## src/rtl/matrix_mem_pkg.sv

```systemverilog
// Shared definitions for the result-memory region and its readback engine.
package matrix_mem_pkg;
  localparam int unsigned ADDR_W     = 14;
  localparam int unsigned RES_DATA_W = 16;
  localparam int unsigned LANES      = 8;
  localparam int unsigned RES_GROUPS = 512;

  localparam logic [ADDR_W-1:0] RES_BASE_ADDR = 14'h2000;
  localparam logic [ADDR_W-1:0] RES_LAST_ADDR = 14'h2FFF;

  typedef logic [LANES*RES_DATA_W-1:0] res_group_t;

  typedef enum logic [1:0] {IDLE, READ, DRAIN, DONE} rb_state_e;
endpackage

```

## src/rtl/result_readback_128x128_if.sv

```systemverilog
// Memory read port plus output stream of the result readback engine.
interface result_readback_128x128_if
  import matrix_mem_pkg::*;
#(
  parameter int unsigned DATA_W = RES_DATA_W
) ();
  logic                      rd_en;
  logic [ADDR_W-1:0]         rd_addr;
  logic [LANES*DATA_W-1:0]   rd_data;
  logic                      out_valid;
  logic                      out_ready;
  logic [LANES*DATA_W-1:0]   out_data;
  logic                      out_last;

  modport master (
    output rd_en, rd_addr, out_valid, out_data, out_last,
    input  rd_data, out_ready
  );

  modport slave (
    input  rd_en, rd_addr, out_valid, out_data, out_last,
    output rd_data, out_ready
  );
endinterface

```

## src/rtl/rb_group_fifo.sv

```systemverilog
// Show-ahead FIFO for read-back groups; head reads as zero while empty.
module rb_group_fifo #(
  parameter  int unsigned W     = 129,
  parameter  int unsigned DEPTH = 4,
  localparam int unsigned CW    = $clog2(DEPTH + 1)
) (
  input  logic          clk,
  input  logic          reset,
  input  logic          push,
  input  logic [W-1:0]  push_data,
  input  logic          pop,
  output logic [W-1:0]  head,
  output logic [CW-1:0] count
);
  localparam int unsigned PW = (DEPTH > 1) ? $clog2(DEPTH) : 1;

  logic [W-1:0]  mem [DEPTH];
  logic [PW-1:0] wr_ptr;
  logic [PW-1:0] rd_ptr;

  function automatic logic [PW-1:0] next_ptr(input logic [PW-1:0] p);
    return (p == PW'(DEPTH - 1)) ? '0 : p + PW'(1);
  endfunction

  always_ff @(posedge clk or posedge reset) begin
    if (reset) begin
      wr_ptr <= '0;
      rd_ptr <= '0;
      count  <= '0;
    end else begin
      if (push) wr_ptr <= next_ptr(wr_ptr);
      if (pop)  rd_ptr <= next_ptr(rd_ptr);
      count <= count + CW'(push) - CW'(pop);
    end
  end

  always_ff @(posedge clk) begin
    if (push) mem[wr_ptr] <= push_data;
  end

  assign head = (count != '0) ? mem[rd_ptr] : '0;
endmodule

```

## src/rtl/result_readback_128x128.sv

```systemverilog
// Streams the 512-group result region out of the 8-bank memory under
// credit control so the output FIFO can never overflow.
module result_readback_128x128
  import matrix_mem_pkg::*;
#(
  parameter int unsigned       DATA_W     = RES_DATA_W,
  parameter logic [ADDR_W-1:0] BASE_ADDR  = RES_BASE_ADDR,
  parameter logic [ADDR_W-1:0] LAST_ADDR  = RES_LAST_ADDR,
  parameter int unsigned       RD_LAT     = 2,
  parameter int unsigned       FIFO_DEPTH = 4
) (
  input  logic clk,
  input  logic reset,
  input  logic start,
  output logic busy,
  output logic done,
  result_readback_128x128_if.master bus
);
  localparam int unsigned GW       = LANES * DATA_W;
  localparam int unsigned EW       = GW + 1;
  localparam int unsigned CW       = $clog2(FIFO_DEPTH + 1);
  localparam int unsigned SW       = CW + 1;
  localparam int unsigned IW       = 10;
  localparam int unsigned LS       = $clog2(LANES);
  localparam int unsigned GIW      = $clog2(RES_GROUPS);
  localparam int unsigned LAST_IDX = (32'(LAST_ADDR) - 32'(BASE_ADDR) + 1) / LANES - 1;

  rb_state_e         state_q, state_d;
  logic [IW-1:0]     issue_idx_q;
  logic [IW-1:0]     ret_idx_q;
  logic [CW-1:0]     inflight_q;
  logic [RD_LAT-1:0] vpipe_q;
  logic [CW-1:0]     fifo_count;
  logic [EW-1:0]     head;
  logic              issue;
  logic              start_ok;
  logic              credit_ok;
  logic              ret_valid;
  logic              pop;

  // Occupancy uses the registered count: a pop frees credit one cycle later.
  assign credit_ok = (SW'(fifo_count) + SW'(inflight_q)) < SW'(FIFO_DEPTH);
  assign ret_valid = vpipe_q[RD_LAT-1];
  assign pop       = bus.out_valid && bus.out_ready;

  always_comb begin
    state_d  = state_q;
    issue    = 1'b0;
    start_ok = 1'b0;
    case (state_q)
      IDLE, DONE: begin
        if (start) begin
          state_d  = READ;
          start_ok = 1'b1;
        end
      end
      READ: begin
        if (credit_ok) begin
          issue = 1'b1;
          if (issue_idx_q == IW'(LAST_IDX)) state_d = DRAIN;
        end
      end
      DRAIN: begin
        if (pop && bus.out_last) state_d = DONE;
      end
      default: state_d = IDLE;
    endcase
  end

  always_ff @(posedge clk or posedge reset) begin
    if (reset) begin
      state_q     <= IDLE;
      busy        <= 1'b0;
      done        <= 1'b0;
      issue_idx_q <= '0;
      ret_idx_q   <= '0;
      inflight_q  <= '0;
      vpipe_q     <= '0;
    end else begin
      state_q    <= state_d;
      busy       <= (state_d == READ) || (state_d == DRAIN);
      done       <= (state_d == DONE);
      inflight_q <= inflight_q + CW'(issue) - CW'(ret_valid);
      vpipe_q    <= RD_LAT'({vpipe_q, issue});
      if (start_ok) begin
        issue_idx_q <= '0;
        ret_idx_q   <= '0;
      end else begin
        if (issue)     issue_idx_q <= issue_idx_q + IW'(1);
        if (ret_valid) ret_idx_q   <= ret_idx_q + IW'(1);
      end
    end
  end

  assign bus.rd_en   = issue;
  assign bus.rd_addr = BASE_ADDR + (ADDR_W'(issue_idx_q[GIW-1:0]) << LS);

  rb_group_fifo #(
    .W     (EW),
    .DEPTH (FIFO_DEPTH)
  ) u_fifo (
    .clk       (clk),
    .reset     (reset),
    .push      (ret_valid),
    .push_data ({ret_idx_q == IW'(LAST_IDX), bus.rd_data}),
    .pop       (pop),
    .head      (head),
    .count     (fifo_count)
  );

  assign bus.out_valid = (fifo_count != '0);
  assign bus.out_data  = head[GW-1:0];
  assign bus.out_last  = head[GW];
endmodule
```

## src/flat_wrapper.sv

```systemverilog
// flat-port wrapper written by rule: the top's interface ports become plain ports
module result_readback_128x128_flat import matrix_mem_pkg::*;
#(
  parameter int unsigned       DATA_W     = RES_DATA_W,
  parameter logic [ADDR_W-1:0] BASE_ADDR  = RES_BASE_ADDR,
  parameter logic [ADDR_W-1:0] LAST_ADDR  = RES_LAST_ADDR,
  parameter int unsigned       RD_LAT     = 2,
  parameter int unsigned       FIFO_DEPTH = 4
)
  (clk, reset, start, busy, done, bus_rd_en, bus_rd_addr, bus_out_valid, bus_out_data, bus_out_last, bus_rd_data, bus_out_ready);
  result_readback_128x128_if #(.DATA_W(DATA_W)) bus_i ();
  input  logic clk;
  input  logic reset;
  input  logic start;
  output logic busy;
  output logic done;
  output wire logic [$bits(bus_i.rd_en)-1:0] bus_rd_en;
  output wire logic [$bits(bus_i.rd_addr)-1:0] bus_rd_addr;
  output wire logic [$bits(bus_i.out_valid)-1:0] bus_out_valid;
  output wire logic [$bits(bus_i.out_data)-1:0] bus_out_data;
  output wire logic [$bits(bus_i.out_last)-1:0] bus_out_last;
  input wire logic [$bits(bus_i.rd_data)-1:0] bus_rd_data;
  input wire logic [$bits(bus_i.out_ready)-1:0] bus_out_ready;
  assign bus_rd_en = bus_i.rd_en;
  assign bus_rd_addr = bus_i.rd_addr;
  assign bus_out_valid = bus_i.out_valid;
  assign bus_out_data = bus_i.out_data;
  assign bus_out_last = bus_i.out_last;
  assign bus_i.rd_data = bus_rd_data;
  assign bus_i.out_ready = bus_out_ready;
  result_readback_128x128 #(.DATA_W(DATA_W), .BASE_ADDR(BASE_ADDR), .LAST_ADDR(LAST_ADDR), .RD_LAT(RD_LAT), .FIFO_DEPTH(FIFO_DEPTH)) u_core (.clk(clk), .reset(reset), .start(start), .busy(busy), .done(done), .bus(bus_i));
endmodule
```

## config.mk

```make
export PLATFORM = sky130hd
export DESIGN_NAME = result_readback_128x128_flat
export DESIGN_NICKNAME = d
export VERILOG_FILES = /design/src/rtl/matrix_mem_pkg.sv /design/src/rtl/result_readback_128x128_if.sv /design/src/rtl/rb_group_fifo.sv /design/src/rtl/result_readback_128x128.sv /design/src/flat_wrapper.sv
export SDC_FILE = /design/constraint.sdc
export NUM_CORES = 1
export LEC_CHECK = 0
export ABC_AREA = 1
export CORE_ASPECT_RATIO = 0.7
export CORE_MARGIN = 2
export CORE_UTILIZATION = 50
export DETAILED_ROUTE_END_ITERATION = 7
export GPL_TIMING_DRIVEN = 0
export PLACE_DENSITY = 0.72
export SETUP_SLACK_MARGIN = 0.2
export SLEW_MARGIN = 15
export SYNTH_ARGS = -nofsm -noshare
export SYNTH_HDL_FRONTEND = slang
export SYNTH_SLANG_ARGS = --single-unit
```

## constraint.sdc

```tcl
create_clock -name clk -period 3.8 [get_ports clk]
set_clock_uncertainty 0.1 [all_clocks]
set_input_delay 0.76 -clock clk [delete_from_list [all_inputs] [get_ports clk]]
set_output_delay 0.76 -clock clk [all_outputs]
set_load 0.01 [all_outputs]
```

==> out/qor.yml, run 1 <==
synth_top_family_by_area: "simple AND/OR/NAND/NOR gates"
crit_path_top_delay_cell: "clkdlybuf4s50_1"
ys_seq_area_share_pct: 74.4
rsz0062_at_grt: "yes"
post_cts_buffers: 0
row_count: 64
wirelength_um: 56000
placed_area_mm2: 0.0260
crit_family: "buffers and inverters"
via_per_inst: 5.32
drv_cap: 0
max_slew_margin_pct: 57.2
placed_cells: 2671
start_util_pct: 50.6
cts.htree.levels: 2
muxShareOfSynthArea_pct: 0
grt.total_usage_pct: 24.4
final_area_mm2: 0.0278
cp.arrival_ns: 2.68
gp_congestion: 0.821
crit_fanout: 10
drc: 0
clock_latency_ns: 0.58
final_antenna_net_count: 0
crit_chain: "buf_6 > inv_4 > buf_12 > clkbuf_4 > o21ai_0 > a21oi_1 > clkdlybuf4s50_1"
finalNetCount: 2281
post_drt_wl_per_cell_um: 20.2
drtPass1Iterations: 5
grt_overflow_total: 0
grt_start_max_net_pins: 33
final-max-slew-violation-count: 0
p_leak_nw: 9.83
cts_hold_buf: 0
finalNonFillerCells: 2770
period_needed_ns: 3.54
synth_compound_area_share_pct: 9.44
clockBufferDepth: 3
clk_pin_slew_worst_paths_ns: 0.06
synth_fa_ha_area_share_pct: 1.09
tritoncts: "yes"
yosysWarnings: 0
hold_ws_ns: 0.252
drtIter0Drc: 1092
core_mm2: 0.0436
grt_pass1_vias: 14705
clockRootBuffer: "clkbuf_16"
cpPeakStageDelay_ns: 0.59
io_pins: 279
via_count: 14744
power_per_cell_area_mw_per_mm2: 820
grt_pass1_wl_um: 85100
antenna_found_initial: 9
crit_buf_inv: 5
die_h_um: 180
synth.avg_cell_area_um2: 12.4
synth-simple-area-share_pct: 11.0
syn-cell-area_mm2: 0.0220
fill_cells: 3314
tightest_slew_ns: 0.640
die_w_um: 255
cp-end-kind: "output pin"
areaGrowthSynthToFinish_pct: 26.1
synth_cell_types: 27
cts_sinks: 552
hp-class: "reg2reg"
start_kind: "flop"
port_buffers: 273
die_area_mm2: 0.0458
cts_inserted_buffers: 52
finalHoldViolCount: 0
total_power_w: 0.0228
synth_xor_area_share_pct: 0.199
vdd_drop_max_mv: 0.528
finalCritPeriodShare_pct: 93.1
dp_hpwl_um: 35800
final-setup-viol-count: 0
syn_inst: 1780
status: "finished clean"
crit_required_ns: 2.94
drive_above_1_share_pct: 10.1
worstSetupPathType: "reg2out"
ys_seq_elements: 552
clock.fmax_mhz: 283
kinds of logic (layout without fill, tap and decap cells):
logic type	after synthesis	after routing
buf+inv	160	548
other cells	2	10
xor+xnor	5	5
flops	552	552
fa+ha+maj	18	18
simple gates	628	628
compound gates	415	415
path summary, 6_finish.rpt:
check | from | endpoint | slack, ns | cells after the start
hold reg to reg | u_core.vpipe_q[0]$_DFF_PP0_ | u_core.vpipe_q[1]$_DFF_PP0_ | 0.25 | 0
min in group asynchronous | reset | u_core.issue_idx_q[3]$_DFFE_PP0P_ | 0.35 | 2
hold / removal | u_core.vpipe_q[0]$_DFF_PP0_ | u_core.vpipe_q[1]$_DFF_PP0_ | 0.25 | 0
max in group asynchronous | reset | u_core.u_fifo.wr_ptr[1]$_DFFE_PP0P_ | 2.81 | 3
setup / recovery | u_core.u_fifo.rd_ptr[0]$_DFFE_PP0P_ | bus_out_data[66] | 0.26 | 7
setup reg to reg | u_core.u_fifo.count[2]$_DFF_PP0_ | u_core.inflight_q[2]$_DFF_PP0_ | 1.14 | 11
final cells by class:
cell class / count / area [um2] / share of cell area, %
sequential: 552 / 16400 / 59.0
multi-input combinational: 1071 / 4830 / 17.4
timing repair buffer: 294 / 3210 / 11.6
clock buffer: 69 / 1400 / 5.02
buffer: 115 / 815 / 2.93
tap: 594 / 743 / 2.67
clock inverter: 25 / 203 / 0.729
inverter: 45 / 186 / 0.671
antenna: 5 / 12.5 / 0.0450
report_power, final:
group	total, W	leakage, nW	switching [W]	internal, W
clock	0.00497	0.790	0.00219	0.00278
combinational	0.00979	3.92	0.00560	0.00419
sequential	0.00802	5.13	0.000305	0.00772
total	0.0228	9.83	0.00809	0.0147
what timing repair did:
action | 4_1_cts | 5_1_grt
setup endpoints to repair | 125 | 92
pin swaps | 1 | 3
resized for setup | 32 | 52
synthesized netlist by cell type:
cell | instances | area share, %
clkbuf_1 | 21 | 0.36
fa_1 | 2 | 0.18
nand4_1 | 7 | 0.20
nor3_2 | 2 | 0.091
inv_1 | 43 | 0.73
nor2_1 | 537 | 9.1
buf_2 | 38 | 0.86
edfxtp_1 | 516 | 70
nor3_1 | 7 | 0.16
clkbuf_2 | 21 | 0.48
nor2_4 | 1 | 0.051
o31ai_1 | 1 | 0.034
buf_6 | 12 | 0.61
nand2_1 | 56 | 0.95
inv_2 | 2 | 0.034
nand3_1 | 17 | 0.39
ha_1 | 16 | 0.91
nor2_2 | 1 | 0.028
buf_4 | 23 | 0.78
dfrtp_1 | 36 | 4.1
a211oi_1 | 1 | 0.034
o21ai_0 | 269 | 6.1
a21oi_1 | 142 | 3.2
xor2_1 | 2 | 0.079
conb_1 | 2 | 0.034
o21ai_1 | 2 | 0.045
xnor2_1 | 3 | 0.12
layer usage:
layer | GRT usage (%) | wire [um] | vias up
met3 | 5.34 | 4500 | 91
met1 | 33.9 | 23800 | 7140
met5 | 0 | 44 | -
met4 | 6.32 | 1280 | 6
met2 | 39.3 | 26400 | 540
li1 | - | - | 6967
cell usage in the layout (no fill, tap or decap), drive strengths merged:
| cell type | count |
|---|---|
| nand4 | 7 |
| o21ai | 271 |
| buf | 91 |
| nand2 | 56 |
| nand3 | 17 |
| clkinv | 19 |
| dlymetal6s2s | 6 |
| nor3 | 9 |
| a211oi | 1 |
| a21oi | 142 |
| xnor2 | 3 |
| ha | 16 |
| xor2 | 2 |
| edfxtp | 516 |
| nor2 | 539 |
| bufinv | 3 |
| clkdlybuf4s50 | 267 |
| inv | 43 |
| clkbuf | 114 |
| conb | 5 |
| o31ai | 1 |
| clkinvlp | 5 |
| dfrtp | 36 |
| diode | 5 |
| fa | 2 |
through the flow:
step,TNS (ns),setup WS [ns],utilization [%]
6_report,0,0.260,63.8
5_1_grt,0,0.182,63.8
4_1_cts,0,0.190,63.6
3_5_place_dp,0,0.645,59.7
3_3_place_gp,-522.68,-1.07,58.7
2_1_floorplan,0,0.680,-
worst reg2reg max path, delay by kind of cell (launching register included):
kind                       cells  cell delay (ns)
buffers and inverters          2             0.11
and+or+nand+nor                4             0.61
xor gates and xnor gates       1             0.14
DFF                            1             0.41
adders and majority gates      4             1.19
sequential cells by signal, summed over array words and instances, names as in the netlist, 3 cells and up:
| name | count |
|---|---|
| u_core.u_fifo.mem | 516 |
| u_core.issue_idx_q | 10 |
| u_core.ret_idx_q | 10 |
| u_core.inflight_q | 3 |
| u_core.u_fifo.count | 3 |
Power figures use the tool's default switching activity.
==> run 2, diff against run 1 <==
--- a/config.mk
+++ b/config.mk
@@ -5,10 +5,11 @@
 export SDC_FILE = /design/constraint.sdc
 export NUM_CORES = 1
 export LEC_CHECK = 0
-export ABC_AREA = 1
+export CELL_PAD_IN_SITES_DETAIL_PLACEMENT = 2
+export CELL_PAD_IN_SITES_GLOBAL_PLACEMENT = 2
 export CORE_ASPECT_RATIO = 0.7
 export CORE_MARGIN = 2
-export CORE_UTILIZATION = 50
+export CORE_UTILIZATION = 38
 export DETAILED_ROUTE_END_ITERATION = 7
 export GPL_TIMING_DRIVEN = 0
 export PLACE_DENSITY = 0.72
==> run 2 against run 1 <==
Effect of this change:
- clock power about the same
- non-clock buffer count shrank 44
- routed wire length fell by 4.7%
- final cell count fell by 23%
- worst setup slack gained 0.013 ns
- via count decreased by 27%
- sequential cell count unchanged
- total power down 11%
- worst hold slack worse by 0.021 ns
- cell area fell by 1.5%
- count of clock-buffer cells in the layout down 1
- utilization shrank 14 points
- critical endpoint is now bus_out_data[35]
==> out/qor.yml, run 2 <==
synth_compound_area_share_pct: 0.316  # -9.1 points
syn-cell-area_mm2: 0.0214  # -3.1%
yosysWarnings: 0  # unchanged
syn_inst: 1007  # -43%
tritoncts: "yes"
power_frac_seq_pct: 37.3  # +2.1 points
drtIter0Drc: 672  # -38%
muxShareOfSynthArea_pct: 13.8  # +14 points
status: "finished clean"
fin_ws_ns: 0.273  # +0.0131 ns
dp_hpwl_um: 35700  # -0.39%
busiest_layer: "met2"
finalNonFillerCells: 2145  # -23%
cp.arrival_ns: 2.67  # about the same
final-max-slew-violation-count: 0  # unchanged
worstSetupPathType: "reg2out"
drtPass1Iterations: 5  # unchanged
start_util_pct: 38.6  # -12 points
cts.htree.levels: 2  # unchanged
async_reset_ff_share_pct: 6.52  # unchanged
final_core_util_pct: 49.4  # -14 points
die_area_mm2: 0.0582  # +27%
synth_xor_area_share_pct: 0.820  # +0.62 points
clock_latency_ns: 0.60  # +0.02 ns
fill_cells: 4819  # +45%
ys.flop_type: "edfxtp_1"
synth_fa_ha_area_share_pct: 1.12  # +0.035 points
final_cell_mix: "edfxtp_1 (516), clkdlybuf4s50_1 (217), and2_1 (131)"
finalHoldViolCount: 0  # unchanged
cts_inserted_buffers: 53  # +1.9%
grt_start_max_net_pins: 49  # +48%
final_antenna_net_count: 0  # unchanged
r2r-end: "u_core.inflight_q[2]$_DFF_PP0_"
vdd_drop_max_mv: 0.398  # -25%
final-setup-viol-count: 0  # unchanged
wirelength_um: 53400  # -4.7%
port_buffers: 273  # unchanged
sw_frac_of_total_pct: 29.8  # -5.7 points
yosys-top-cells-area: "edfxtp_1 (73%), mux4_2 (14%), dfrtp_1 (4.2%), and2_1 (4.0%), ha_1 (0.94%)"
yosys.area.top_type: "edfxtp_1"
synth.top_cell.area_share_pct: 72.5  # +2.3 points
post_drt_wl_per_cell_um: 24.9  # +23%
finalNetCount: 1519  # -33%
largest_registers: "u_core.u_fifo.mem (516), u_core.issue_idx_q (10), u_core.ret_idx_q (10)"
ys_seq_area_share_pct: 76.7  # +2.4 points
start_kind: "flop"
final_area_mm2: 0.0274  # -1.5%
grt.total_usage_pct: 18.5  # -5.9 points
die_w_um: 287  # +13%
p_comb_share_pct: 38.4  # -4.6 points
grt_overflow_total: 0  # unchanged
synth_top_family_by_area: "multiplexers"
use_met3_pct: 4.98  # -0.37 points
top_register: "u_core.u_fifo.mem"
period_needed_ns: 3.53  # -0.0131 ns
synth_common_cells: "edfxtp_1 (516), and2_1 (136), mux4_2 (129)"
synth-edff-count: 516  # unchanged
largest_reg_flops: 516  # unchanged
hp-class: "reg2reg"
p_leak_nw: 9.33  # -5.1%
clockBufferDepth: 3  # unchanged
core_mm2: 0.0554  # +27%
reg2reg_depth: 10  # -1
power_per_cell_area_mw_per_mm2: 740  # -9.7%
areaGrowthSynthToFinish_pct: 28.2
clockRootBuffer: "clkbuf_16"
drc: 0  # unchanged
cts_sinks: 552  # unchanged
synth.avg_cell_area_um2: 21.2  # +71%
use_met2_pct: 30.6  # -8.6 points
rsz0062_at_grt: "yes"
crit_fanout: 10  # unchanged
crit_required_ns: 2.94  # about the same
clkPwrFrac_pct: 24.3  # +2.5 points
cp-end-kind: "output pin"
grt_pass1_wl_um: 79400  # -6.7%
placed_cells: 2036  # -24%
io_pins: 279  # unchanged
grt_pass1_vias: 12156  # -17%
drive_above_1_share_pct: 20.9  # +11 points
crit_end: "bus_out_data[35]"
synth_cell_types: 37  # +37%
crit_start: "u_core.u_fifo.rd_ptr[0]$_DFFE_PP0P_"
total_power_w: 0.0203  # -11%
placed_area_mm2: 0.0253  # -2.6%
gp_congestion: 0.709  # -14%
finalCritPeriodShare_pct: 92.8  # -0.34 points
clock.fmax_mhz: 284  # +0.37%
die_h_um: 202  # +13%
r2r_slack_ns: 0.88  # -0.26 ns
switching_power_w: 0.00605  # -25%
max_slew_margin_pct: 55.5  # -1.7 points
place_worst_setup_slack_ns: -0.479  # -1.12 ns
ys_seq_elements: 552  # unchanged
grt_util_met1_pct: 24.4  # -9.5 points
via_per_inst: 5.03  # -5.5%
rr_startpoint: "u_core.u_fifo.count[2]$_DFF_PP0_"
tightest_slew_ns: 0.658  # +0.0180 ns
area.sequential_mm2: 0.0164  # unchanged
yosysMostFrequentCell: "edfxtp_1"
antenna_found_initial: 8  # -1
cts_hold_buf: 0  # unchanged
final_common_cell: "edfxtp_1"
multiInputGateArea_mm2: 0.00466  # -3.5%
row_count: 72  # +13%
intPower_w: 0.0142  # -3.1%
via_count: 10795  # -27%
synth-simple-area-share_pct: 5.58  # -5.4 points
clk_pin_slew_worst_paths_ns: 0.07  # about the same
drv_cap: 0  # unchanged
run 2: cell count changes in the layout (fill, tap and decap cells not counted), moves of 12 or more:
cell,before,now
a21oi_1,139,3
and2_1,0,131
buf_2,32,3
buf_4,23,35
clkbuf_4,27,7
clkdlybuf4s50_1,267,217
dlygate4sd2_1,0,37
dlymetal6s2s_1,6,19
inv_1,38,12
mux4_2,0,129
nand2_1,56,10
nor2_1,537,18
o21ai_0,269,4
run 2: per-stage QoR:
step           TNS (ns)  hold slack [ns]
5_1_grt               0            0.252
3_5_place_dp     -31.16            0.236
2_1_floorplan         0            0.231
6_report              0            0.231
3_3_place_gp    -414.04            0.237
4_1_cts               0            0.241
run 2: kinds of logic (layout without fill, tap and decap cells):
| kind of cell | count (synthesis) | after routing |
|---|---|---|
| adder cells (fa/ha/maj) | 18 | 18 |
| AND/OR/NAND/NOR | 198 | 198 |
| flip-flops | 552 | 552 |
| AO/OA/AOI/OAI | 11 | 11 |
| buffers and inverters | 74 | 466 |
| other | 2 | 8 |
| multiplexers | 132 | 132 |
| XOR/XNOR | 20 | 20 |
run 2: final cells by class:
cell class                      instances  area share [%]
Sequential cell                       552            59.9
Multi-Input combinational cell        384            17.0
Timing Repair Buffer                  304            11.7
Clock buffer                           68            5.24
Tap cell                              740            3.38
Buffer                                 61            2.02
Clock inverter                         20           0.525
Inverter                               13           0.178
Antenna cell                            3          0.0274
run 2: routing by layer:
metal | share of wire (%) | wire, um
met1 | 43 | 22700
met4 | 1.9 | 1000
met5 | 0.15 | 81
met3 | 6.0 | 3190
met2 | 49 | 26400
run 2: worst min-delay path by stage:
| stage | startpoint | to | slack [ns] | cells after the start |
|---|---|---|---|---|
| floorplan | u_core.vpipe_q[0]$_DFF_PP0_ | u_core.vpipe_q[1]$_DFF_PP0_ | 0.23 | 0 |
| finish | u_core.vpipe_q[0]$_DFF_PP0_ | u_core.vpipe_q[1]$_DFF_PP0_ | 0.23 | 0 |
| CTS | u_core.vpipe_q[0]$_DFF_PP0_ | u_core.vpipe_q[1]$_DFF_PP0_ | 0.24 | 0 |
| detailed placement | u_core.vpipe_q[0]$_DFF_PP0_ | u_core.vpipe_q[1]$_DFF_PP0_ | 0.24 | 0 |
| global placement | u_core.vpipe_q[0]$_DFF_PP0_ | u_core.vpipe_q[1]$_DFF_PP0_ | 0.24 | 0 |
| global route | u_core.vpipe_q[0]$_DFF_PP0_ | u_core.vpipe_q[1]$_DFF_PP0_ | 0.25 | 0 |
run 2: what timing repair did:
action,in CTS,in global routing
resized for setup,112,48
gates cloned,1,1
pin swaps,0,0
endpoints found under the setup margin,130,93
buffers inserted,3,13
run 2: critical path, stage by stage (launching register included):
cell	delay [ns]
dfrtp_1	0.38
buf_8	0.17
clkbuf_4	0.30
mux4_2	0.52
and2_1	0.17
clkdlybuf4s50_1	0.53
run 2: power by group through the flow:
stage / clock (W) / combinational [W] / sequential [W]
3_5_place_dp: 0 / 0.00763 / 0.00769
4_1_cts: 0.00509 / 0.00781 / 0.00757
3_3_place_gp: 0 / 0.00739 / 0.00771
5_1_grt: 0.00528 / 0.00843 / 0.00761
6_report: 0.00494 / 0.00778 / 0.00756
2_1_floorplan: 0 / 0.00393 / 0.00762
==> run 3, diff against run 2 <==
--- a/config.mk
+++ b/config.mk
@@ -9,10 +9,10 @@
 export CELL_PAD_IN_SITES_GLOBAL_PLACEMENT = 2
 export CORE_ASPECT_RATIO = 0.7
 export CORE_MARGIN = 2
-export CORE_UTILIZATION = 38
+export CORE_UTILIZATION = 45
 export DETAILED_ROUTE_END_ITERATION = 7
 export GPL_TIMING_DRIVEN = 0
-export PLACE_DENSITY = 0.72
+export PLACE_DENSITY = 0.8
 export SETUP_SLACK_MARGIN = 0.2
 export SLEW_MARGIN = 15
 export SYNTH_ARGS = -nofsm -noshare
==> constraint.sdc (replaced) <==
create_clock -name clk -period 4.1 [get_ports clk]
set_clock_uncertainty 0.1 [all_clocks]
set_input_delay 0.82 -clock clk [delete_from_list [all_inputs] [get_ports clk]]
set_output_delay 0.82 -clock clk [all_outputs]
set_load 0.01 [all_outputs]
==> run 3 against run 2 <==
Effect of this change:
- register-to-register slack better by 0.22 ns
- clock power is 7.5% lower
- routed wire length is 11% higher
- first-iteration DRC count is 12% higher
- worst hold slack better by 0.028 ns
- sequential power is 6.9% lower
- sequential cell count stayed put
- critical path type unchanged
- largest power group unchanged
==> out/qor.yml, run 3 (same netlist as run 2, synthesis figures left out) <==
status: "finished clean"
via_count: 10960  # +1.5%
wirelength_um: 59000  # +11%
antenna_found_initial: 6  # -2
drtIter0Drc: 750  # +12%
final-max-slew-violation-count: 0  # unchanged
placed_area_mm2: 0.0251  # -0.81%
start_util_pct: 45.8  # +7.2 points
top_register: "u_core.u_fifo.mem"
clockRootBuffer: "clkbuf_16"
clock_latency_ns: 0.58  # -0.02 ns
finalCritPeriodShare_pct: 92.5
gp_congestion: 0.725  # +2.3%
cpPeakStageDelay_ns: 0.50  # -0.03 ns
grt_pass1_wl_um: 86900  # +9.6%
multiInputGateArea_mm2: 0.00464  # -0.40%
busiest_layer: "met2"
fill_cells: 3871  # -20%
power_per_cell_area_mw_per_mm2: 701  # -5.4%
io_pins: 279  # unchanged
crit_chain: "clkbuf_4 > clkbuf_2 > mux4_2 > and2_1 > clkdlybuf4s50_1"
grt.total_usage_pct: 24.5  # +6.0 points
post_drt_wl_per_cell_um: 29.4  # +18%
rsz0062_at_grt: "yes"
crit_buf_inv: 3  # unchanged
max_slew_margin_pct: 36.2  # -19 points
finalHoldViolCount: 0  # unchanged
use_met3_pct: 4.65  # -0.33 points
dp_hpwl_um: 38800  # +8.7%
port_buffers: 273  # unchanged
final_area_mm2: 0.0268  # -2.0%
grt_start_max_net_pins: 50  # +2.0%
finalNetCount: 1498  # -1.4%
final_antenna_net_count: 0  # unchanged
final-setup-viol-count: 0  # unchanged
final_cell_mix: "edfxtp_1 (516), clkdlybuf4s50_1 (273), and2_1 (132)"
via_per_inst: 5.47  # +8.7%
cts.htree.levels: 2  # unchanged
grt_overflow_total: 0  # unchanged
crit_path_top_delay_cell: "clkdlybuf4s50_1"
die_h_um: 186  # -7.9%
vdd_drop_max_mv: 0.435  # +9.3%
drc: 0  # unchanged
grt_pass1_vias: 12611  # +3.7%
crit_family: "buffers and inverters"
cp-end-kind: "output pin"
core_mm2: 0.0467  # -16%
largest_reg_flops: 516  # unchanged
use_met2_pct: 44.1  # +14 points
crit_required_ns: 3.18  # +0.24 ns
worstSetupPathType: "reg2out"
largest_registers: "u_core.u_fifo.mem (516), u_core.issue_idx_q (10), u_core.ret_idx_q (10)"
cts_sinks: 552  # unchanged
p_leak_nw: 8.86  # -5.1%
drive_above_1_share_pct: 18.8  # -2.1 points
crit_fanout: 10  # unchanged
clk_pin_slew_worst_paths_ns: 0.06  # about the same
clockBufferDepth: 3  # unchanged
tritoncts: "yes"
cp.arrival_ns: 2.87  # +0.20 ns
areaGrowthSynthToFinish_pct: 25.7
hp-class: "reg2reg"
drtPass1Iterations: 5  # unchanged
die_area_mm2: 0.0493  # -15%
area.sequential_mm2: 0.0164  # unchanged
tightest_slew_ns: 0.943  # +0.285 ns
cts_inserted_buffers: 53  # unchanged
finalNonFillerCells: 2004  # -6.6%
die_w_um: 264  # -8.0%
period_needed_ns: 3.79
start_kind: "flop"
row_count: 66  # -8.3%
grt_util_met1_pct: 30.6  # +6.2 points
clock.fmax_mhz: 264
placed_cells: 1905  # -6.4%
drv_cap: 0  # unchanged
final_common_cell: "edfxtp_1"
## run 3: changes by cell type in the layout (fill, tap and decap cells not counted), sizes merged
cell | before | now
inv | 17 | 14
buf | 64 | 45
bufinv | 1 | 0
diode | 3 | 7
dlymetal6s2s | 19 | 0
clkinvlp | 0 | 1
clkinv | 15 | 13
clkdlybuf4s50 | 217 | 273
dlygate4sd2 | 37 | 0
clkbuf | 96 | 103
## run 3: timing repair
| item | CTS | global route |
|---|---|---|
| endpoints found under the setup margin | 127 | 79 |
| gates cloned | 0 | 0 |
| pin swaps | 0 | 0 |
| hold buffers | 0 | 0 |
| resized for setup | 38 | 16 |
| setup buffers | 0 | 0 |
## run 3: worst register-to-register path: stages, from the launching register on
cell and delay, ns:
dfrtp_1 0.41, ha_1 0.35, nor4b_2 0.42, nand2_1 0.29, ha_1 0.35, inv_1 0.06
ha_1 0.13, inv_1 0.05, fa_1 0.41, xnor2_1 0.22, xnor2_1 0.14
## run 3: where the power goes
| part | total (W) | internal (W) | switching, W |
|---|---|---|---|
| registers | 0.00704 | 0.00680 | 0.000242 |
| clock network | 0.00457 | 0.00250 | 0.00206 |
| logic | 0.00720 | 0.00378 | 0.00342 |
| total | 0.0188 | 0.0131 | 0.00572 |
## run 3: through the flow
step | setup slack (ns) | util [%] | setup TNS [ns] | power, W | hold slack (ns)
global route | 0.182 | 57.5 | 0 | 0.0196 | 0.289
CTS | 0.179 | 57.4 | 0 | 0.0191 | 0.265
floorplan | 1.21 | - | 0 | 0.0107 | 0.231
global placement | -0.261 | 53.3 | -126.96 | 0.0139 | 0.236
finish | 0.307 | 57.5 | 0 | 0.0188 | 0.259
detailed placement | -0.210 | 53.9 | -7.55 | 0.0143 | 0.250
## run 3: final timing paths
| kind | startpoint | endpoint | slack, ns | cells past startpoint |
|---|---|---|---|---|
| min in group asynchronous | reset | u_core.vpipe_q[0]$_DFF_PP0_ | 0.34 | 2 |
| setup / recovery | u_core.u_fifo.rd_ptr[1]$_DFFE_PP0P_ | bus_out_data[40] | 0.31 | 5 |
| hold / removal | u_core.vpipe_q[0]$_DFF_PP0_ | u_core.vpipe_q[1]$_DFF_PP0_ | 0.26 | 0 |
| setup reg to reg | u_core.u_fifo.count[2]$_DFF_PP0_ | u_core.inflight_q[2]$_DFF_PP0_ | 1.10 | 10 |
| hold reg to reg | u_core.vpipe_q[0]$_DFF_PP0_ | u_core.vpipe_q[1]$_DFF_PP0_ | 0.26 | 0 |
| max in group asynchronous | reset | u_core.issue_idx_q[3]$_DFFE_PP0P_ | 3.17 | 3 |
## run 3: cell type report
cell class,count,area share (%)
inverters,13,0.182
clock inverters,15,0.270
well taps,612,2.85
plain buffers,61,1.56
repair buffers,283,11.1
multi-input cells,384,17.3
diodes,7,0.0653
flip-flops and latches,552,61.1
clock buffers,77,5.55
## run 3: routing by layer
| metal | vias to the layer above | share of wire, % |
|---|---|---|
| met3 | 83 | 5.4 |
| met5 | - | 0.022 |
| li1 | 4703 | - |
| met2 | 328 | 52 |
| met4 | 2 | 2.1 |
| met1 | 5844 | 40 |
